[config.mk]
export PLATFORM = sky130hd
export DESIGN_NAME = uart_prog_loader_flat
export DESIGN_NICKNAME = d
export VERILOG_FILES = /design/src/rtl/uart_prog_loader_pkg.sv /design/src/rtl/uart_prog_loader_if.sv /design/src/rtl/uart_prog_loader_rx_core.sv /design/src/rtl/uart_prog_loader.sv /design/src/flat_wrapper.sv
export SDC_FILE = /design/constraint.sdc
export NUM_CORES = 1
export LEC_CHECK = 0
export CORE_MARGIN = 3
export CORE_UTILIZATION = 60
export DETAILED_ROUTE_END_ITERATION = 8
export PLACE_DENSITY = 0.86
export SLEW_MARGIN = 20
export SYNTH_ARGS = -nofsm -noshare
export SYNTH_HDL_FRONTEND = slang
export SYNTH_SLANG_ARGS = --single-unit
[constraint.sdc]
create_clock -name clk -period 3.9 [get_ports clk]
set_clock_uncertainty 0.2 [all_clocks]
set_input_delay 0.78 -clock clk [delete_from_list [all_inputs] [get_ports clk]]
set_output_delay 0.78 -clock clk [all_outputs]
set_load 0.01 [all_outputs]
[src/rtl/uart_prog_loader_pkg.sv]
// Shared state encodings and protocol constants for the UART program loader.
// Package loader_pkg; imported by uart_rx_core and uart_prog_loader.
package loader_pkg;

  // Loader FSM states
  typedef enum logic [2:0] {
    LEN,
    DATA,
    WR,
    CHK,
    DONE,
    ERR
  } ld_state_t;

  // Receiver states
  typedef enum logic [1:0] {
    RX_IDLE,
    RX_START,
    RX_BITS,
    RX_STOP
  } rx_state_t;

  localparam int BYTES_PER_WORD = 4;
  localparam int LEN_BYTES      = 4;

  // Little-endian assembly: each new byte enters at the top and older bytes move down.
  function automatic logic [31:0] push_byte(input logic [31:0] acc, input logic [7:0] b);
    return {b, acc[31:8]};
  endfunction

endpackage

[src/rtl/uart_prog_loader_if.sv]
// Instruction-memory write port and loader status, grouped for the loader top.
interface uart_prog_loader_if #(
  parameter int ADDR_W = 32
);
  logic              im_we;
  logic [ADDR_W-1:0] im_addr;
  logic [31:0]       im_wdata;
  logic              cpu_hold;
  logic              load_done;
  logic              load_err;
  logic [15:0]       words_loaded;

  modport master (
    output im_we, im_addr, im_wdata, cpu_hold, load_done, load_err, words_loaded
  );

  modport slave (
    input im_we, im_addr, im_wdata, cpu_hold, load_done, load_err, words_loaded
  );
endinterface

[src/rtl/uart_prog_loader_rx_core.sv]
// 8N1 UART receiver: 2-flop synchronizer, down-counting bit timer, mid-bit sampling.
// state    | meaning
// RX_IDLE  | waiting for a high->low edge on the synchronized line
// RX_START | timing to mid start bit; a high sample there is a glitch
// RX_BITS  | sampling 8 data bits mid-bit, LSB first
// RX_STOP  | sampling stop bit; 1 -> rx_valid, 0 -> rx_frame_err
module uart_rx_core
  import loader_pkg::*;
#(
  parameter int CLKS_PER_BIT = 868
) (
  input  logic       clk,
  input  logic       rst,
  input  logic       uart_rx,
  output logic [7:0] rx_data,
  output logic       rx_valid,
  output logic       rx_frame_err
);

  localparam int TW = $clog2(CLKS_PER_BIT);
  localparam logic [TW-1:0] FULL = TW'(CLKS_PER_BIT - 1);
  localparam logic [TW-1:0] HALF = TW'(CLKS_PER_BIT / 2 - 1);

  logic [1:0]    sync;
  logic          rx_s;
  logic          rx_prev;
  rx_state_t     state, state_nxt;
  logic [TW-1:0] timer, timer_nxt;
  logic [2:0]    bit_cnt, bit_cnt_nxt;
  logic [7:0]    shift, shift_nxt;
  logic          valid_nxt, ferr_nxt;
  logic          tc;

  assign rx_s    = sync[1];
  assign tc      = (timer == '0);
  assign rx_data = shift;

  always_ff @(posedge clk or negedge rst) begin
    if (!rst) begin
      sync         <= 2'b11;
      rx_prev      <= 1'b1;
      state        <= RX_IDLE;
      timer        <= '0;
      bit_cnt      <= '0;
      shift        <= '0;
      rx_valid     <= 1'b0;
      rx_frame_err <= 1'b0;
    end else begin
      sync         <= {sync[0], uart_rx};
      rx_prev      <= rx_s;
      state        <= state_nxt;
      timer        <= timer_nxt;
      bit_cnt      <= bit_cnt_nxt;
      shift        <= shift_nxt;
      rx_valid     <= valid_nxt;
      rx_frame_err <= ferr_nxt;
    end
  end

  always_comb begin
    state_nxt   = state;
    timer_nxt   = timer;
    bit_cnt_nxt = bit_cnt;
    shift_nxt   = shift;
    valid_nxt   = 1'b0;
    ferr_nxt    = 1'b0;
    if (state != RX_IDLE && !tc) timer_nxt = timer - 1'b1;
    case (state)
      RX_IDLE: begin
        if (rx_prev && !rx_s) begin
          state_nxt = RX_START;
          timer_nxt = HALF;
        end
      end
      RX_START: begin
        if (tc) begin
          if (!rx_s) begin
            state_nxt   = RX_BITS;
            timer_nxt   = FULL;
            bit_cnt_nxt = '0;
          end else begin
            state_nxt = RX_IDLE;
          end
        end
      end
      RX_BITS: begin
        if (tc) begin
          shift_nxt = {rx_s, shift[7:1]};
          timer_nxt = FULL;
          if (bit_cnt == 3'd7) state_nxt = RX_STOP;
          else bit_cnt_nxt = bit_cnt + 1'b1;
        end
      end
      RX_STOP: begin
        if (tc) begin
          state_nxt = RX_IDLE;
          if (rx_s) valid_nxt = 1'b1;
          else ferr_nxt = 1'b1;
        end
      end
      default: state_nxt = RX_IDLE;
    endcase
  end

endmodule

[src/rtl/uart_prog_loader.sv]
// Boot loader: receives a length-prefixed image over UART and writes it into instruction memory.
// Optional trailing XOR checksum word when LOADER_CHECKSUM_EN is defined.
// state | meaning
// LEN   | collecting 4-byte little-endian word count N
// DATA  | collecting 4 bytes of the next word
// WR    | single-cycle instruction-memory write
// CHK   | collecting 4-byte checksum (LOADER_CHECKSUM_EN only)
// DONE  | image loaded, core released; rx ignored
// ERR   | sticky error, core held; rx ignored
module uart_prog_loader
  import loader_pkg::*;
#(
  parameter int CLKS_PER_BIT = 868,
  parameter int ADDR_W       = 32,
  parameter int MAX_WORDS    = 1024
) (
  input  logic                clk,
  input  logic                rst,
  input  logic                uart_rx,
  uart_prog_loader_if.master  bus
);

  localparam logic [1:0] LAST_WORD_BYTE = 2'(BYTES_PER_WORD - 1);
  localparam logic [1:0] LAST_LEN_BYTE  = 2'(LEN_BYTES - 1);

`ifdef LOADER_CHECKSUM_EN
  localparam ld_state_t AFTER_IMAGE = CHK;
`else
  localparam ld_state_t AFTER_IMAGE = DONE;
`endif

  ld_state_t         state, state_nxt;
  logic [7:0]        rx_data;
  logic              rx_valid;
  logic              rx_frame_err;
  logic [1:0]        byte_cnt;
  logic [31:0]       shreg;
  logic [31:0]       word_next;
  logic [31:0]       n_words;
  logic [15:0]       words_loaded;
  logic              im_we;
  logic [ADDR_W-1:0] im_addr;
  logic [31:0]       im_wdata;
  logic              collecting;
  logic              wr_go;
`ifdef LOADER_CHECKSUM_EN
  logic [31:0]       xor_acc;
`endif

  uart_rx_core #(
    .CLKS_PER_BIT(CLKS_PER_BIT)
  ) u_rx (
    .clk         (clk),
    .rst         (rst),
    .uart_rx     (uart_rx),
    .rx_data     (rx_data),
    .rx_valid    (rx_valid),
    .rx_frame_err(rx_frame_err)
  );

  assign word_next  = push_byte(shreg, rx_data);
  assign collecting = (state == LEN) || (state == DATA) || (state == CHK);

  always_comb begin
    state_nxt = state;
    wr_go     = 1'b0;
    case (state)
      LEN: begin
        if (rx_frame_err) state_nxt = ERR;
        else if (rx_valid && byte_cnt == LAST_LEN_BYTE) begin
          if (word_next == 32'd0) state_nxt = AFTER_IMAGE;
          else if (word_next > 32'(MAX_WORDS)) state_nxt = ERR;
          else state_nxt = DATA;
        end
      end
      DATA: begin
        if (rx_frame_err) state_nxt = ERR;
        else if (rx_valid && byte_cnt == LAST_WORD_BYTE) begin
          state_nxt = WR;
          wr_go     = 1'b1;
        end
      end
      // words_loaded already counts the word being written
      WR: begin
        if ({16'd0, words_loaded} < n_words) state_nxt = DATA;
        else state_nxt = AFTER_IMAGE;
      end
`ifdef LOADER_CHECKSUM_EN
      CHK: begin
        if (rx_frame_err) state_nxt = ERR;
        else if (rx_valid && byte_cnt == LAST_WORD_BYTE)
          state_nxt = (word_next == xor_acc) ? DONE : ERR;
      end
`endif
      DONE:    state_nxt = DONE;
      ERR:     state_nxt = ERR;
      default: state_nxt = ERR;
    endcase
  end

  always_ff @(posedge clk or negedge rst) begin
    if (!rst) begin
      state        <= LEN;
      byte_cnt     <= '0;
      shreg        <= '0;
      n_words      <= '0;
      words_loaded <= '0;
      im_we        <= 1'b0;
      im_addr      <= '0;
      im_wdata     <= '0;
`ifdef LOADER_CHECKSUM_EN
      xor_acc      <= '0;
`endif
    end else begin
      state <= state_nxt;
      im_we <= wr_go;
      if (collecting && rx_valid) begin
        shreg    <= word_next;
        byte_cnt <= byte_cnt + 2'd1;
      end
      if (state == LEN && rx_valid && byte_cnt == LAST_LEN_BYTE) n_words <= word_next;
      if (wr_go) begin
        im_addr      <= ADDR_W'({words_loaded, 2'b00});
        im_wdata     <= word_next;
        words_loaded <= words_loaded + 16'd1;
`ifdef LOADER_CHECKSUM_EN
        xor_acc      <= xor_acc ^ word_next;
`endif
      end
    end
  end

  assign bus.im_we        = im_we;
  assign bus.im_addr      = im_addr;
  assign bus.im_wdata     = im_wdata;
  assign bus.words_loaded = words_loaded;
  assign bus.load_done    = (state == DONE);
  assign bus.load_err     = (state == ERR);
  assign bus.cpu_hold     = (state != DONE);

endmodule

[src/flat_wrapper.sv]
// flat-port wrapper written by rule: the top's interface ports become plain ports
module uart_prog_loader_flat import loader_pkg::*;
#(
  parameter int CLKS_PER_BIT = 868,
  parameter int ADDR_W       = 32,
  parameter int MAX_WORDS    = 1024
)
  (clk, rst, uart_rx, bus_im_we, bus_im_addr, bus_im_wdata, bus_cpu_hold, bus_load_done, bus_load_err, bus_words_loaded);
  uart_prog_loader_if #(.ADDR_W(ADDR_W)) bus_i ();
  input  logic clk;
  input  logic rst;
  input  logic uart_rx;
  output wire logic [$bits(bus_i.im_we)-1:0] bus_im_we;
  output wire logic [$bits(bus_i.im_addr)-1:0] bus_im_addr;
  output wire logic [$bits(bus_i.im_wdata)-1:0] bus_im_wdata;
  output wire logic [$bits(bus_i.cpu_hold)-1:0] bus_cpu_hold;
  output wire logic [$bits(bus_i.load_done)-1:0] bus_load_done;
  output wire logic [$bits(bus_i.load_err)-1:0] bus_load_err;
  output wire logic [$bits(bus_i.words_loaded)-1:0] bus_words_loaded;
  assign bus_im_we = bus_i.im_we;
  assign bus_im_addr = bus_i.im_addr;
  assign bus_im_wdata = bus_i.im_wdata;
  assign bus_cpu_hold = bus_i.cpu_hold;
  assign bus_load_done = bus_i.load_done;
  assign bus_load_err = bus_i.load_err;
  assign bus_words_loaded = bus_i.words_loaded;
  uart_prog_loader #(.CLKS_PER_BIT(CLKS_PER_BIT), .ADDR_W(ADDR_W), .MAX_WORDS(MAX_WORDS)) u_core (.clk(clk), .rst(rst), .uart_rx(uart_rx), .bus(bus_i));
endmodule
# --- Word-level counts from Yosys, hierarchy flattened ---
# Cells that the tools add are included.
totals:
  regBits: 162
  in_bits: 3
  output_inout_bits: 84
op_classes:
  add_sub_neg: 4
  order_cmp: 2
  n_eq_ne: 20
  n_mux: 35
  reduce_logical: 20
ops:
  columns: ["op", "n"]
  rows:
  - ["2-to-1 mux 10 bit", 5]
  - ["2-to-1 mux 3 bit", 11]
  - ["greater-than comparator 32 x 11 -> 1 bit, second input constant", 1]
  - ["zero test 32 bit", 1]
  - ["less-than comparator 16 x 32 -> 1 bit", 1]
  - ["case mux 10 bit (3 select lines)", 1]
  - ["adder 16 x 1 -> 16 bit, second input constant", 1]
  - ["!= test 2 bit, second input constant", 7]
  - ["2-to-1 mux 2 bit", 6]
  - ["case mux 3 bit (4 select lines)", 1]
  - ["zero test 10 bit", 1]
  - ["AND reduction 5 bit", 2]
  - ["subtractor 10 x 1 -> 10 bit, second input constant", 1]
  - ["== test 3 bit, second input constant", 3]
  - ["2-to-1 mux 1 bit", 9]
  - ["!= test 3 bit, second input constant", 3]
  - ["case mux 2 bit (4 select lines)", 1]
  - ["== test 2 bit, second input constant", 3]
  - ["== test 3 x 2 -> 1 bit, second input constant", 2]
  - ["logical AND 1 bit", 6]
  - ["case mux 3 bit (2 select lines)", 1]
  - ["AND reduction 2 bit", 2]
  - ["nonzero test 2 bit", 2]
  - ["adder 3 x 1 -> 3 bit, second input constant", 1]
  - ["other kinds (7)", 9]

# --- Depth between registers and ports, before layout ---
# Gate-level depths: netlist of the first run.
depth:
  depth_word: 7
  mapped_depth: 8
  mapped_depth_nobuf: 7

# --- Hierarchy ---
# From an unflattened synthesis of the first run, not the netlist that was laid out.
unflattened:
  cells_unflattened: 638
  hier_area_um2: 6917.9
modules_own_cells:
  columns: ["mod", "n_inst", "cells_each", "area_each_um2", "seq_area_each_um2"]
  rows:
  - ["uart_prog_loader", 1, 521, 5527.8, 3153.0]
  - ["uart_rx_core", 1, 117, 1390.1, 704.4]

# --- Worst setup path after synthesis of the first run ---
# No wires, ideal clock.
synth_timing:
  path_kind: "register -> register"
  from: "register u_core.words_loaded[6], in the netlist u_core.bus.words_loaded[6]"
  to: "register u_core.state[0]"
  setup_time_ns: 0.131
  arrival_ns: 1.587
  setup_slack_ns: 1.982
  stages_incl_launch_ff: 7
  path_buffers: 0
  cell_sequence: "dfrtp_1 -> ha_1 -> nand4_1 -> and3_1 -> o21ai_0 -> a211oi_1 -> or3_1"
synth_between:
  elab_chain_len: 3
synth_rtl:
  columns: ["item", "line_no", "source"]
  rows:
  - ["start, declared", "uart_prog_loader.sv:40", "logic [15:0] words_loaded;"]
  - ["start signal, assigned", "uart_prog_loader.sv:125", "words_loaded <= words_loaded + 16'd1;"]
  - ["less-than comparator 16 x 32 -> 1 bit", "uart_prog_loader.sv:85", "if ({16'd0, words_loaded} < n_words) state_nxt = DATA;"]
  - ["2-to-1 mux 3 bit", "uart_prog_loader.sv:85", null]
  - ["case mux 3 bit (4 select lines)", "uart_prog_loader.sv:67", "case (state)"]
  - ["end signal, assigned", "uart_prog_loader.sv:115", "state <= state_nxt;"]
  - ["end, declared", "uart_prog_loader.sv:32", "ld_state_t state, state_nxt;"]
# Every way passes these cells.
# A chain may end at the register's enable or synchronous reset.

# --- Worst setup path after layout of the first run ---
layout_timing:
  from: "register u_core.state[2]"
  to: "output bus_load_done"
layout_between:
  elab_chain_len: 1
layout_rtl:
  columns: ["item", "line_no", "source"]
  rows:
  - ["== test 3 bit", "uart_prog_loader.sv:137", "assign bus.load_done = (state == DONE);"]
  - ["end, declared", "flat_wrapper.sv:17", "output wire logic [$bits(bus_i.load_done)-1:0] bus_load_done;"]
# Every way passes these cells.

==> results.txt, run 1 <==
- The flow ran to the end, and the final reports show no timing, DRC or antenna violations.
* Vias per inst: 5.824
- Across every metal layer, demand over resource in global routing totals 0.2366.
* Number of instances resized during post-cts repair: 0
* Number of flops mapped to enable cells by yosys: 0
- After clock tree synthesis, the clock-pin slew on the worst setup and hold paths is around 60 ps.
- Worst endpoint data arrival time: ~1900 ps
- Number of diodes: 0
* Vias in the first global route: 4,736
* Placer Congestion: between 0.8 and 0.9
- Together, buffers and inverters on the worst path number 2.
- The worst-case IR drop observed on VDD is around 0.00032 V.
- Ratio of final minimum period to clock period: 0.7273
- CTS tree: done
- In this run the mean area of a mapped cell was 12.60 um2.
- Post-route design area: 8145 um2
- Yosys mapped the design onto 49 distinct sky130hd cell types.
- For the pin with the worst max-slew slack, the measured transition is 600.3 ps.
- The synthesized netlist occupies a cell area of around 6800 um2.
* Largest fanout of any net on the critical path: 12
* Top achievable clock speed: around 0.35 GHz
- Routed wire length: 13,970 um
- CTS root buf: clkbuf_16
* Nature of the critical path endpoint: output port
- The final count of pins violating max slew came to 0.
- Setup bufs post-CTS: 0
- Number of sinks handled by clock tree synthesis: roughly 150
- Post-synth top flop: dfrtp_1
- In the final timing run, aggregate negative setup slack is 0 ps.
- DR vias: between 4,000 and 5,000
* Die Footprint: approximately 13,000 um2
- Pin placement for this block handled 87 I/O pins.
* Syn. warnings: 0
- Total setup violations reported at the end of the flow: 0
- Power density normalized to cell area: 430.4 nW/um2
- Violation count after the first detailed-routing iteration: 253
- The routed design could run at a clock period as short as ~2800 ps.
- Synthesis produced a netlist whose cell count is 540.
- Entering global routing, the biggest net connects 66 pins.
- Vertical die dimension: approximately 110 um
- Slowest stage delay, CP: 590 ps
- Slowest stage cell on the critical path: dfrtp_1
- Number of standard-cell rows in the floorplan: 38
- The initial utilization of the core area, before any placement, comes to 0.6220.
* Share of synthesized area occupied by flip-flops and latches: 0.5671
- Counting flops with an async set or reset pin after synthesis yields a share of 1.000.
- The first global-routing pass estimated between 20,000 and 25,000 um of wire.
* Family with the most delay on the worst path: buffers and inverters
- Crit-path cells: nand2_1 > inv_1 > clkdlybuf4s50_1
* Average routed wire per standard cell: 18.20 um
- The total area inside the core boundary comes to 10,940 um2.
- Across the run, the number of max-cap violations was 0.
- For this design, the CTS-stage hold fixing added 0 buffers.
- PortBufs: 70
- The worst setup path is launched from a flip-flop.
- 1st-pass router iterations: 4
* Number of antenna violations at the first check in global routing: 0
- STA puts the critical path data required time at just under 3000 ps.
- Counting the buffers created by CTS gives 17.
- Gr ovfl total: 0
- The tightest min-delay check is of the in2async type.
- Number of hold violations in the final report: 0
- The worst pin sits at a relative slew slack of 0.5998.
- For the worst-skew pair, the clock arrives at the later sink with an insertion delay of 420 ps.
- CTS H-Tree Depth: 4
* HPWL reported at the end of detailed placement: roughly 9600 um
- The count of nets left with antenna violations once routing finished came out at 0.
- After detailed routing, the number of remaining DRC violations is 0.
* Area added between synthesis and finish: 19.76%
- Setup repair after global routing missed its margin: false
- Seq cells post-synth: 154
- The critical path is of the reg2out type.
- At the end of the flow, the number of nets in the layout was 639.
- Fraction of layout cells with a size suffix above 1: 0.2341
* DIE WIDTH: 112.5 um
- The clock passes through at most 2 buffers.
- In this run the static leakage power is 3.893 nW.
* Area post-placement: 7571 um2
cells in the mapped netlist (all sizes together), types with 4 or more instances:
cell type / n / area (um2)
a21oi: 7 / 35.03
a31oi: 5 / 31.28
and3: 11 / 68.82
buf: 33 / 221.5
dfrtp: 151 / 3779
ha: 21 / 262.8
inv: 23 / 86.33
mux2: 97 / 1092
nand2: 36 / 137.6
nand2b: 4 / 25.02
nand3: 15 / 87.59
nand4: 9 / 56.30
nor2: 14 / 52.55
nor3: 8 / 45.04
nor3b: 4 / 46.29
nor4: 14 / 102.6
o21ai: 30 / 150.1
xnor2: 14 / 122.6
xor2: 9 / 78.83
cell type report:
type                       count  area (um2)
tap                          140       175.2
multi-input combinational    343        2693
clock inverter                10       90.09
sequential                   154        3857
clock buffer                  22       484.2
fill                         697        2790
inverter                      23       86.33
timing repair buffer          76       759.5
flip-flops by register name, summed over array words and instances (netlist names), 2 cells and up, named ones only:
register / count
u_core.bus.im_addr: 16
u_core.bus.im_wdata: 32
u_core.bus.words_loaded: 16
u_core.byte_cnt: 2
u_core.n_words: 32
u_core.shreg: 24
u_core.state: 3
u_core.u_rx.bit_cnt: 3
u_core.u_rx.rx_data: 8
u_core.u_rx.sync: 2
u_core.u_rx.timer: 10
through the flow:
step	hold slack [ps]	util	worst slack, ps	power (mW)	std cells
after floorplan	145.2	-	1982	1.893	555
after global placement	146.1	0.6923	1442	1.941	736
after detailed placement	155.5	0.6923	1294	1.961	736
after CTS	160.6	0.7449	1072	3.526	768
after global routing	163.8	0.7449	999.1	3.637	768
final	140.8	0.7449	1064	3.506	768
placed cells by master, fill, tap and decap left out, types with 4 or more instances in the layout:
cell | synthesis | layout
a21oi_1 | 7 | 7
a31oi_1 | 5 | 5
and3_1 | 11 | 11
buf_4 | 20 | 5
clkbuf_16 | 0 | 17
clkbuf_8 | 0 | 4
clkdlybuf4s50_1 | 0 | 69
clkinv_2 | 0 | 4
conb_1 | 1 | 16
dfrtp_1 | 151 | 151
ha_1 | 21 | 21
inv_1 | 23 | 23
mux2_2 | 96 | 96
nand2_1 | 35 | 35
nand2b_1 | 4 | 4
nand3_1 | 14 | 14
nand4_1 | 9 | 9
nor2_1 | 14 | 14
nor3_1 | 7 | 7
nor4_1 | 13 | 12
o21ai_0 | 30 | 30
xnor2_1 | 14 | 14
xor2_1 | 9 | 9
worst register-to-register path: stages, from the launching register on:
cell	delay, ps
dfrtp_1	520
nor3_2	300
and2_2	510
buf_4	540
mux2_2	430
report_power, final:
part / internal (mW) / switching [mW]
Sequential: 1.65 / 0.0747
Clock: 0.944 / 0.628
Combinational: 0.0857 / 0.120
Total: 2.68 / 0.822
per-layer routing:
metal / track usage / share of wire / wire, um / vias up
met4: 0.08173 / 0.015 / 206 / 0
met3: 0.05984 / 0.052 / 725 / 21
met1: 0.2929 / 0.41 / 5680 / 2286
met5: 0 / 0 / 0 / -
met2: 0.4064 / 0.53 / 7361 / 138
li1: - / - / - / 2028
kinds of logic (layout without fill, tap and decap cells):
group,count (synthesis),in the layout,synth area share
other,1,16,0.0005513
xor gates and xnor gates,23,23,0.02962
DFF,154,154,0.5671
buffers and inverters,58,131,0.04636
muxes,98,98,0.1621
and+or+nand+nor,129,129,0.1074
adders and majority gates,21,21,0.03863
AOI/OAI and AO/OA,56,56,0.04820
worst paths after layout:
| check | start | end | slack (ps) | cells past startpoint |
|---|---|---|---|---|
| max in group asynchronous | rst | u_core.n_words[28] | 2530 | 2 |
| worst min-delay path | rst | u_core.bus.im_addr[14] | 140 | 1 |
| worst max-delay path | u_core.state[2] | bus_load_done | 1060 | 3 |
| min in group clk | u_core.u_rx.sync[0] | u_core.u_rx.sync[1] | 160 | 0 |
| worst max register to register | u_core.state[2] | u_core.bus.im_wdata[20] | 1290 | 4 |
| worst min register to register | u_core.u_rx.sync[0] | u_core.u_rx.sync[1] | 160 | 0 |
(Power assumes the default switching activity.)
==> inputs of run 2 (changes only) <==
CORE_UTILIZATION = 50   (was 60)
PLACE_DENSITY = 0.76   (was 0.86)
clock period = 2.3 ns   (was 3.9 ns; I/O delays follow)
==> run 2 against run 1 <==
  * Register-to-register slack worse by 1100 ps
  * Count of clock-buffer cells in the layout down 3
  * Wire length up 4.4%
  * Non-clock buffer count up 17
  * Via count down 0.25%
  * Design area up 3.6%
  * Critical path depth unchanged
  * Setup slack worse by 990 ps
  * Critical path type unchanged
  * First-iteration DRC count up 13%
  * Global-route usage down 2.8 points
  * Final cell count up 6.4%
==> results.txt, run 2 (same netlist as run 1, synthesis figures left out) <==
- The number of cell rows was 41 (+7.9%).
- The weighted congestion reported at the end of routability-driven placement came to 0.8301 (-7.7%).
- Outcome: completed
- The tree is rooted in a clkbuf_16.
- The number of endpoints with negative hold slack in the final report was 0 (unchanged).
- The number of I/O port buffers was 70 (unchanged).
- Max_slew headroom: 0.6134 (+0.01358)
- Slowest stage delay, CP: 490 ps (-100 ps)
- Timing would allow up to roughly 0.45 GHz.
- The biggest fanout along the worst timing path came to 2 (-10).
* Total setup violations reported at the end of the flow: 0 (unchanged)
- Number of filler instances in the final layout: 955 (+37%)
* Ratio of final minimum period to clock period: 0.9666
- The placeable core region came to 12,980 um2 (+19%).
* Area added between synthesis and finish: 24.12%
- The number of H-tree branching levels is 4 (unchanged).
- Routed wire length: 14,590 um (+4.4%)
- The effective utilization at floorplan is 0.5241 (-0.09792).
- CP required: 1640 ps (-1280 ps)
* Setup repair after global routing missed its margin: false
- STA classifies the critical path endpoint as an output port.
* Remaining design rule violation count: 0 (unchanged)
- Max Cap Viol: 0 (unchanged)
- The via count of the first global-routing pass came to 4,650 (-1.8%).
- The worst ir drop on vdd was 0.0005370 V (+66%).
- The height of the die came to 122.6 um (+9.0%).
* Kind of start point of the critical path: flip-flop
- The post-placement setup slack came to 238.1 ps (-1056 ps).
- The global-route usage over all layers was 0.2082 (-0.02843).
- The initial detailed-routing violation count came to 286 (+13%).
- Leaving out fill and tap cells, the most frequent cell in the layout is dfrtp_1.
* Die Footprint: 15,040 um2 (+19%)
- Number of sinks handled by clock tree synthesis: 154 (unchanged)
* Clock slew seen by the registers of the worst setup and hold paths: 60 ps (about the same)
- The endpoint arrival time on the critical path is 1560 ps (-300 ps).
* Number of max-slew violations in the final report: 0 (unchanged)
* DR vias: 4,462 (-0.25%)
- Slew @ Worst Pin: 573.9 ps (-26.44 ps)
- The global route total overflow came to 0 (unchanged).
* Startpoint-to-endpoint class of the critical path: reg2out
- Top-level I/O count: 87 (unchanged)
- Fraction of layout cells with a size suffix above 1: 0.2620 (+0.02794)
* Final net count: 656 (+2.7%)
- Class of the worst hold path: reg2reg
* CTS tree: done
* Number of diodes: 0 (unchanged)
- The initial antenna violation count was 0 (unchanged).
* HPWL reported at the end of detailed placement: 10,100 um (+5.7%)
* Number of buffers and inverters on the critical path: 1 (-1)
- The number of nets with antenna violations after detailed routing is 0 (unchanged).
* PnR worst setup slack: 76.84 ps (-986.8 ps)
* Maximum number of buffers from clock root to sink: 2 (unchanged)
- The average wire length per cell after detail routing is 17.85 um (-1.9%).
- DIE WIDTH: 122.6 um (+9.0%)
- In the layout the commonest cells are dfrtp_1, mux2_2, clkdlybuf4s50_1.
- First-pass GRT wire length: 23,830 um (+0.32%)
* Number of buffers created by CTS: 17 (unchanged)
* Clock insertion delay at the later pin of the skew report: 430 ps (about the same)
- Broken down by cell family, the worst path's largest delay share belongs to buffers and inverters.
- Leak: 4.030 nW (+3.5%)
- 1st-pass router iterations: 4 (unchanged)
- Maximum number of pins on one net before global-route repair: 53 (-20%)
* Vias per inst: 5.461 (-6.2%)
* Power density normalized to cell area: 745.6 nW/um2 (+73%)
- The largest individual stage delay along the critical path comes from the cell clkdlybuf4s50_1.
* Minimum clock period after layout: 2223 ps
- Traced cell by cell, the critical path runs through nor2_2 > nand2_2 > clkdlybuf4s50_1.
- Total negative slack for setup checks: 0 ps (unchanged)
* Leading registers by flop count: u_core.bus.im_wdata x32, u_core.n_words x32, u_core.shreg x24
[run 2: cell types whose count changed in the layout (fill, tap and decap cells not counted), sizes merged]
cell	before	now
inv	25	24
bufinv	1	4
clkdlybuf4s50	69	67
dlygate4sd3	0	1
clkinv	4	5
buf	7	23
dlygate4sd2	0	2
clkbuf	22	19
[run 2: repair_timing]
action / 4_1_cts / 5_1_grt
endpoints found under the setup margin: 3 / 0
resized for setup: 7 / 0
hold buffers: 1 / 0
endpoints found under the hold margin: 49 / 0
buffers inserted: 5 / 0
[run 2: report_power, final]
group          total (mW)  internal (mW)  switching [mW]
combinational       0.370          0.152           0.217
sequential           2.93           2.80           0.122
clock                3.00           1.88            1.12
[run 2: metrics by stage]
stage / hold WS, ps / utilization / power [mW] / instances / instance area (um2)
after floorplan: -35.59 / - / 3.210 / 555 / 6858
after global placement: 145.7 / 0.5966 / 3.299 / 779 / 7744
after detailed placement: 146.8 / 0.5966 / 3.328 / 779 / 7744
after CTS: 155.6 / 0.6504 / 6.332 / 817 / 8442
after global routing: 163.5 / 0.6504 / 6.513 / 817 / 8442
final: 155.5 / 0.6504 / 6.294 / 817 / 8442
[run 2: worst paths after layout]
kind | startpoint | end | slack, ps | depth (start not counted)
max | u_core.state[1] | bus_cpu_hold | 80 | 3
min in group asynchronous | rst | u_core.bus.words_loaded[15] | 370 | 2
min | u_core.u_rx.sync[0] | u_core.u_rx.sync[1] | 160 | 0
max in group asynchronous | rst | u_core.bus.im_wdata[14] | 850 | 3
max reg2reg | u_core.state[2] | u_core.bus.words_loaded[12] | 190 | 7
min reg2reg | u_core.u_rx.sync[0] | u_core.u_rx.sync[1] | 160 | 0
[run 2: layout make-up]
type / instances / area, um2 / area share
well taps: 172 / 215.2 / 0.02549
clock buffers: 19 / 452.9 / 0.05365
clock inverters: 13 / 191.4 / 0.02268
flip-flops and latches: 154 / 3861 / 0.4574
inverters: 23 / 86.33 / 0.01023
repair buffers: 93 / 937.1 / 0.1110
multi-input cells: 343 / 2698 / 0.3195
[run 2: metal layers]
metal / part of all wire / vias to the layer above / global-route usage / wire, um
met5: 0 / - / 0 / 0
met1: 0.43 / 2269 / 0.2636 / 6290
met2: 0.50 / 104 / 0.3418 / 7351
li1: - / 2061 / - / -
met3: 0.042 / 28 / 0.05668 / 615
met4: 0.023 / 0 / 0.08118 / 330
==> inputs of run 3 (changes only) <==
GPL_ROUTABILITY_DRIVEN = 1   (was default)
SKIP_LAST_GASP = 1   (was default)
==> results of run 3 <==
Final layout, timing and power as in run 2 (identical DEF).
